===== config.mk =====
export PLATFORM = sky130hd
export DESIGN_NAME = visible_top_unit
export DESIGN_NICKNAME = d
export VERILOG_FILES = /design/src/rtl/visible_pkg.sv /design/src/rtl/visible_alu_comb.sv /design/src/rtl/visible_top_unit.sv
export SDC_FILE = /design/constraint.sdc
export NUM_CORES = 1
export LEC_CHECK = 0
export ABC_AREA = 0
export CAP_MARGIN = 40
export CORE_UTILIZATION = 28
export CTS_CLUSTER_DIAMETER = 50
export DETAILED_ROUTE_END_ITERATION = 6
export GPL_TIMING_DRIVEN = 0
export PLACE_DENSITY = 0.52
export SYNTH_ARGS = -nofsm -noshare
export SYNTH_HDL_FRONTEND = slang
export SYNTH_HIERARCHICAL = 1
export SYNTH_SLANG_ARGS = --single-unit

===== constraint.sdc =====
create_clock -name clk -period 2.6 [get_ports clk]
set_input_delay 0.65 -clock clk [delete_from_list [all_inputs] [get_ports clk]]
set_output_delay 0.65 -clock clk [all_outputs]
set_load 0.05 [all_outputs]

===== src/rtl/visible_pkg.sv =====
// Shared types for the visible_top demo: operation encodings and default width.
package visible_pkg;

  localparam int DEFAULT_WIDTH = 3;

  typedef enum logic [2:0] {
    OP_ADD   = 3'b000,
    OP_SUB   = 3'b001,
    OP_AND   = 3'b010,
    OP_OR    = 3'b011,
    OP_XOR   = 3'b100,
    OP_NOTA  = 3'b101,
    OP_PASSA = 3'b110,
    OP_PASSB = 3'b111
  } op_e;

endpackage


===== src/rtl/visible_alu_comb.sv =====
// Combinational ALU core: produces the next result and carry/borrow from a, b, op.
module visible_alu_comb
  import visible_pkg::*;
#(
  parameter int WIDTH = DEFAULT_WIDTH
) (
  input  logic [WIDTH-1:0] a,
  input  logic [WIDTH-1:0] b,
  input  op_e              op,
  output logic [WIDTH-1:0] next_c,
  output logic             next_carry
);

  logic [WIDTH:0] sum;
  logic [WIDTH:0] diff;

  // One extra bit: the sum's MSB is carry-out, the difference's MSB is the borrow (a < b).
  assign sum  = {1'b0, a} + {1'b0, b};
  assign diff = {1'b0, a} - {1'b0, b};

  always_comb begin
    next_c     = '0;
    next_carry = 1'b0;
    unique case (op)
      OP_ADD:   {next_carry, next_c} = sum;
      OP_SUB:   {next_carry, next_c} = diff;
      OP_AND:   next_c = a & b;
      OP_OR:    next_c = a | b;
      OP_XOR:   next_c = a ^ b;
      OP_NOTA:  next_c = ~a;
      OP_PASSA: next_c = a;
      OP_PASSB: next_c = b;
      default:  next_c = '0;
    endcase
  end

endmodule


===== src/rtl/visible_top_unit.sv =====
// Registered 3-bit ALU: result, carry and zero flag all update on the same edge.
module visible_top_unit
  import visible_pkg::*;
#(
  parameter int WIDTH = DEFAULT_WIDTH
) (
  input  logic             clk,
  input  logic             rst_n,
  input  logic [WIDTH-1:0] a,
  input  logic [WIDTH-1:0] b,
  input  logic [2:0]       op,
  output logic [WIDTH-1:0] c,
  output logic             carry,
  output logic             zero
);

  logic [WIDTH-1:0] c_d, c_q;
  logic             carry_d, carry_q;
  logic             zero_d, zero_q;

  visible_alu_comb #(.WIDTH(WIDTH)) u_alu (
    .a          (a),
    .b          (b),
    .op         (op_e'(op)),
    .next_c     (c_d),
    .next_carry (carry_d)
  );

  // Zero derives from the next result so it never lags c.
  always_comb begin
    zero_d = (c_d == '0);
  end

  always_ff @(posedge clk) begin
    if (!rst_n) begin
      c_q     <= '0;
      carry_q <= 1'b0;
      zero_q  <= 1'b1;
    end else begin
      c_q     <= c_d;
      carry_q <= carry_d;
      zero_q  <= zero_d;
    end
  end

  assign c     = c_q;
  assign carry = carry_q;
  assign zero  = zero_q;

endmodule


# After elaboration in Yosys (flattened, before gate mapping)
# Cells that the tools add are included.
[word_totals]
input_bits = 11
elab_cells = 20
ff_bits = 5
out_inout_bits = 5
[op_classes]
n_bitwise = 4
n_addsub = 2
mux = 2
reduce_logical = 2
n_eq_ne = 7
[ops]
columns = ["cell", "count"]
rows = [
  ["one-hot mux 3 bit (8 select lines)", 1],
  ["== test 3 bit, second input constant", 4],
  ["== test 3 x 2 -> 1 bit, second input constant", 2],
  ["logical NOT 3 bit", 2],
  ["adder 3 x 3 -> 4 bit", 1],
  ["subtractor 3 x 3 -> 4 bit", 1],
  ["bitwise AND 3 bit", 1],
  ["== test 3 x 1 -> 1 bit, second input constant", 1],
  ["NOT 3 bit", 1],
  ["bitwise OR 3 bit", 1],
  ["XOR 3 bit", 1],
  ["one-hot mux 1 bit (2 select lines)", 1],
]

# Longest topological paths before layout
[logic_depth]
depth_word = 3
ltp_mapped = 9
mapped_depth_nobuf = 9

# Modules after synthesis
# The synthesis kept the hierarchy.
[modules_own_cells]
columns = ["mod", "area_each_um2", "seq_area_each_um2", "n_inst", "cells_per_inst"]
rows = [
  ["visible_alu_comb", 504.2, 0.0, 1, 65],
  ["visible_top_unit", 138.9, 100.1, 1, 10],
]

# Least setup slack after synthesis
# Ideal clock, no wire load.
[synth_path]
path_type = "input to register"
from = "input a[0]"
to = "register zero_q, in the netlist zero"
setup_time_ps = 84
required_ps = 2516
slack_ps = 474
n_path_buf = 0
t_arrival_ps = 2042
cell_stages = 9
cell_sequence = "inv_1 > ha_1 > inv_1 > fa_1 > nor2b_1 > o32ai_2 > o32ai_1 > a32oi_1 > o31ai_2"
[synth_between]
elab_chain_len = 3
word_cells_on_any_way = 8
cone_classes = "add/sub (2); mux (1); bitwise (4); reduce/logical (1)"
[synth_rtl]
columns = ["item", "line_no", "text"]
rows = [
  ["from (decl)", "visible_top_unit.sv:9", "input logic [WIDTH-1:0] a,"],
  ["subtractor 3 x 3 -> 4 bit / adder 3 x 3 -> 4 bit (equally long branches)", "visible_alu_comb.sv:19, visible_alu_comb.sv:18", ""],
  ["one-hot mux 3 bit (8 select lines) *", "visible_alu_comb.sv:24", "unique case (op)"],
  ["net c_d[1]", "visible_top_unit.sv:17", "logic [WIDTH-1:0] c_d, c_q;"],
  ["logical NOT 3 bit *", "visible_top_unit.sv:31", "zero_d = (c_d == '0);"],
  ["to (signal assigned)", "visible_top_unit.sv:42", "zero_q <= zero_d;"],
  ["to (decl)", "visible_top_unit.sv:19", "logic zero_d, zero_q;"],
]
# The timed path passes the listed nets; every way through them passes the cells marked *.
# A chain may end at the register's enable or synchronous reset.

# Worst setup path after layout
[layout_path]
from = "input b[0]"
to = "register zero_q, in the netlist zero"
[layout_between]
elab_chain_len = 3
word_cells_on_any_way = 7
cone_classes = "add/sub (2); mux (1); bitwise (3); reduce/logical (1)"
[layout_rtl]
columns = ["item", "line_no", "text"]
rows = [
  ["from (decl)", "visible_top_unit.sv:10", "input logic [WIDTH-1:0] b,"],
  ["subtractor 3 x 3 -> 4 bit / adder 3 x 3 -> 4 bit (equally long branches)", "visible_alu_comb.sv:19, visible_alu_comb.sv:18", ""],
  ["one-hot mux 3 bit (8 select lines) *", "visible_alu_comb.sv:24", ""],
  ["net c_d[1]", "visible_top_unit.sv:17", ""],
  ["logical NOT 3 bit *", "visible_top_unit.sv:31", ""],
]
# Marked as above.

==> metrics.md <==
| Metric | Value |
|---|---|
| Yosys warning count | 6 |
| Hold Path Stages | 3 |
| PD cells | 377 mW/mm² |
| Die Ht | 49.9 µm |
| Finished Cell Area | 832 µm² |
| RSZ-0062 raised after global routing | false |
| Cts bufs inserted | 3 |
| CTS tree | built |
| Type of the worst min-delay path | input pin to flip-flop |
| Top delay family on crit path | compound AO/OA/AOI/OAI gates |
| Htree depth | 1 |
| ANT nets after route | 0 |
| Top FF cell, synth | dfxtp_1 |
| Port bufs | 13 |
| Clock Pin Slew Worst Setup and Hold Paths | 0.04 ns |
| Design Power | 313 µW |
| Top-area cell type share of the netlist area | 17.5% |
| Row count | 16 |
| Max Freq | 0.400 GHz |
| Post-DP HPWL | 1110 µm |
| Cells after DPL | 115 |
| First-pass DRT Iterations | 4 |
| Filler cells | 214 |
| First-pass GRT wire length | 2460 µm |
| Max-cap violations | 0 |
| Largest net degree at the start of global routing | 11 |
| Placement Cell Area | 807 µm² |
| Grt met2 use | 21.2% |
| Final Cycle Share | 96.1% |
| Top post-synthesis cells by count | ha_1 (9), inv_1 (9), nor2_1 (7) |
| Post-synth cell types | 37 |
| Yosys reg bits | 5 |
| Final wirelength | 1400 µm |
| Mapped Nets | 97 |
| Worst VDD drop | 0.290 mV |
| EDFF count, synth | 0 |
| Critical path's slowest cell | clkdlybuf4s50_1 |
| # Post-CTS Setup Buffers | 0 |
| Buf/Inv on CP | 2 |
| Vias in the first global route | 545 |
| Critical path fanouts, max | 3 |
| Internal Pwr Total | 201 µW |
| Worst Hold Launch | op[1] |
| Clk pwr share | 28.5% |
| Critical path, cell by cell | clkdlybuf4s50_1 > ha_1 > inv_1 > fa_1 > nor2b_1 > o32ai_2 > o32ai_1 > a32oi_1 > o31ai_2 |
| Grt ovf | 0 |
| Vias per std cell | 4.87 |
| Critical path startpoint category | input pin |
| GRT met1 Usage | 16.7% |
| Die area | 0.00249 mm² |
| Leak | 0.370 nW |
| Final worst slack | 0.101 ns |
| Sequential area share after synthesis | 15.6% |
| GRT Max-Usage Layer | met2 |
| CP arrival | 2.66 ns |
| Final setup fails | 0 |
| Layout area overhead | 29.4% |
| GRT Total Usage | 13.0% |
| DR iter-0 viols | 11 |
| Crit Path Class | input pin to flip-flop |
| CTS Hold Bufs | 0 |
| Leading area contributor after synthesis | ha_1 |
| WHS | 0.829 ns |
| Initial Util | 31.2% |
| CTS root buf | clkbuf_4 |
| Initial antenna violation count | 0 |
| Layout Nets | 115 |
| Status | complete, no violations |
| Comb power frac | 44.4% |
| Slew HR | 66.8% |
| Via Count | 579 |
| Core Box Area | 0.00206 mm² |
| Post-layout util | 40.4% |
| Sink Count | 5 |
| Cells after Synth | 75 |
| Critical path capture point type | flip-flop |
| RePlAce Congestion | 0.779 |
| Most area-consuming cells after synthesis | ha_1 (18%), dfxtp_1 (16%), fa_1 (6.2%), inv_1 (5.3%), buf_6 (5.3%) |
| Synthesized area | 643 µm² |
| Critical path depth | 9 |
| Hold path endpoint | carry$_SDFF_PN0_ |
| Launch point of the critical path | b[0] |
| Layout cells sized above 1 | 17.4% |
| N_diodes | 0 |
| Switch Pwr | 113 µW |
| Final slew viol count | 0 |
| WP data required | 2.76 ns |
| Slew at the pin closest to its max-slew limit | 0.496 ns |
| Finished Layout Cells | 119 |
| Sw frac | 36.0% |
| Met3 Track Usage GR | 4.63% |
| Final min period | 2.50 ns |
| Post-synthesis async set-or-reset flop share | 0% |
| Final Hold Vio Count | 0 |
| Routed WL per cell | 11.8 µm |
| Die W | 49.9 µm |
| Setup TNS | 0 ns |
| I/O pins | 16 |
| Max incr delay on CP | 0.50 ns |
| Maximum root-to-sink buffer count | 2 |
| DRC errors left | 0 |
| Average size of a mapped cell | 8.57 µm² |
| Placement Setup Slack | -0.301 ns |
| Flop pwr share | 27.2% |
[worst min-delay path, cell delays in order]
cell and delay (ns):
buf_4 0.15, a2111oi_2 0.06, and2_1 0.15
[placed cells by master, fill, tap and decap left out, drive strengths merged, types with 3 or more instances in the layout]
| cell | instances |
|---|---|
| clkdlybuf4s50 | 12 |
| inv | 10 |
| ha | 9 |
| nor2 | 7 |
| dfxtp | 5 |
| a21oi | 4 |
| and2 | 4 |
| clkbuf | 4 |
| buf | 4 |
| nand2 | 3 |
| o21ai | 3 |
[registers in the layout (all words and copies together) (netlist names)]
name,flops
c,3
carry,1
zero,1
[layer usage]
layer  part of all wire (%)  vias up  routed length (µm)
li1                       -      296                   -
met1                     46      257                 644
met2                     46       26                 640
met3                    8.2        0                 115
met4                      0        0                   0
met5                      0        -                   0
[cell families (layout without fill, tap and decap cells)]
family,after synthesis,in the layout,share of synthesized area (%)
mux,1,1,1.56
simple gates,22,22,18.3
fa+ha+maj,11,11,23.7
buf+inv,14,31,12.3
xor+xnor,1,1,1.36
compound gates,21,21,27.2
flops,5,5,15.6
[power by group through the flow]
| stage | combinational, mW | sequential (mW) | clock, mW |
|---|---|---|---|
| finish | 0.139 | 0.0851 | 0.0892 |
| global route | 0.152 | 0.0860 | 0.103 |
| CTS | 0.140 | 0.0852 | 0.0939 |
| detailed placement | 0.139 | 0.0868 | 0 |
| global placement | 0.138 | 0.0864 | 0 |
| floorplan | 0.0708 | 0.110 | 0 |
[how the worst max path moves through the flow]
stage / end / slack, ns
6_report: zero$_SDFF_PN1_ / 0.10
5_1_grt: zero$_SDFF_PN1_ / 0.03
4_1_cts: zero$_SDFF_PN1_ / 0.10
3_5_place_dp: zero$_SDFF_PN1_ / -0.30
3_3_place_gp: zero$_SDFF_PN1_ / -0.27
2_1_floorplan: zero$_SDFF_PN1_ / 0.47
[timing repair]
item / 4_1_cts / 5_1_grt
gates resized for setup: 1 / 0
endpoints found under the hold margin: 0 / 0
endpoints found under the setup margin: 2 / 0
[layout make-up]
cell class                 count  area [µm²]  share of cell area (%)
clock buffer                   4        26.3                    3.16
tap                           27        33.8                    4.06
multi-input combinational     56         464                    55.8
inverter                      10        37.5                    4.51
sequential                     5         100                    12.0
timing repair buffer          13         129                    15.5
buffer                         4        41.3                    4.96
Note: power is estimated with default switching activity, not from simulation.
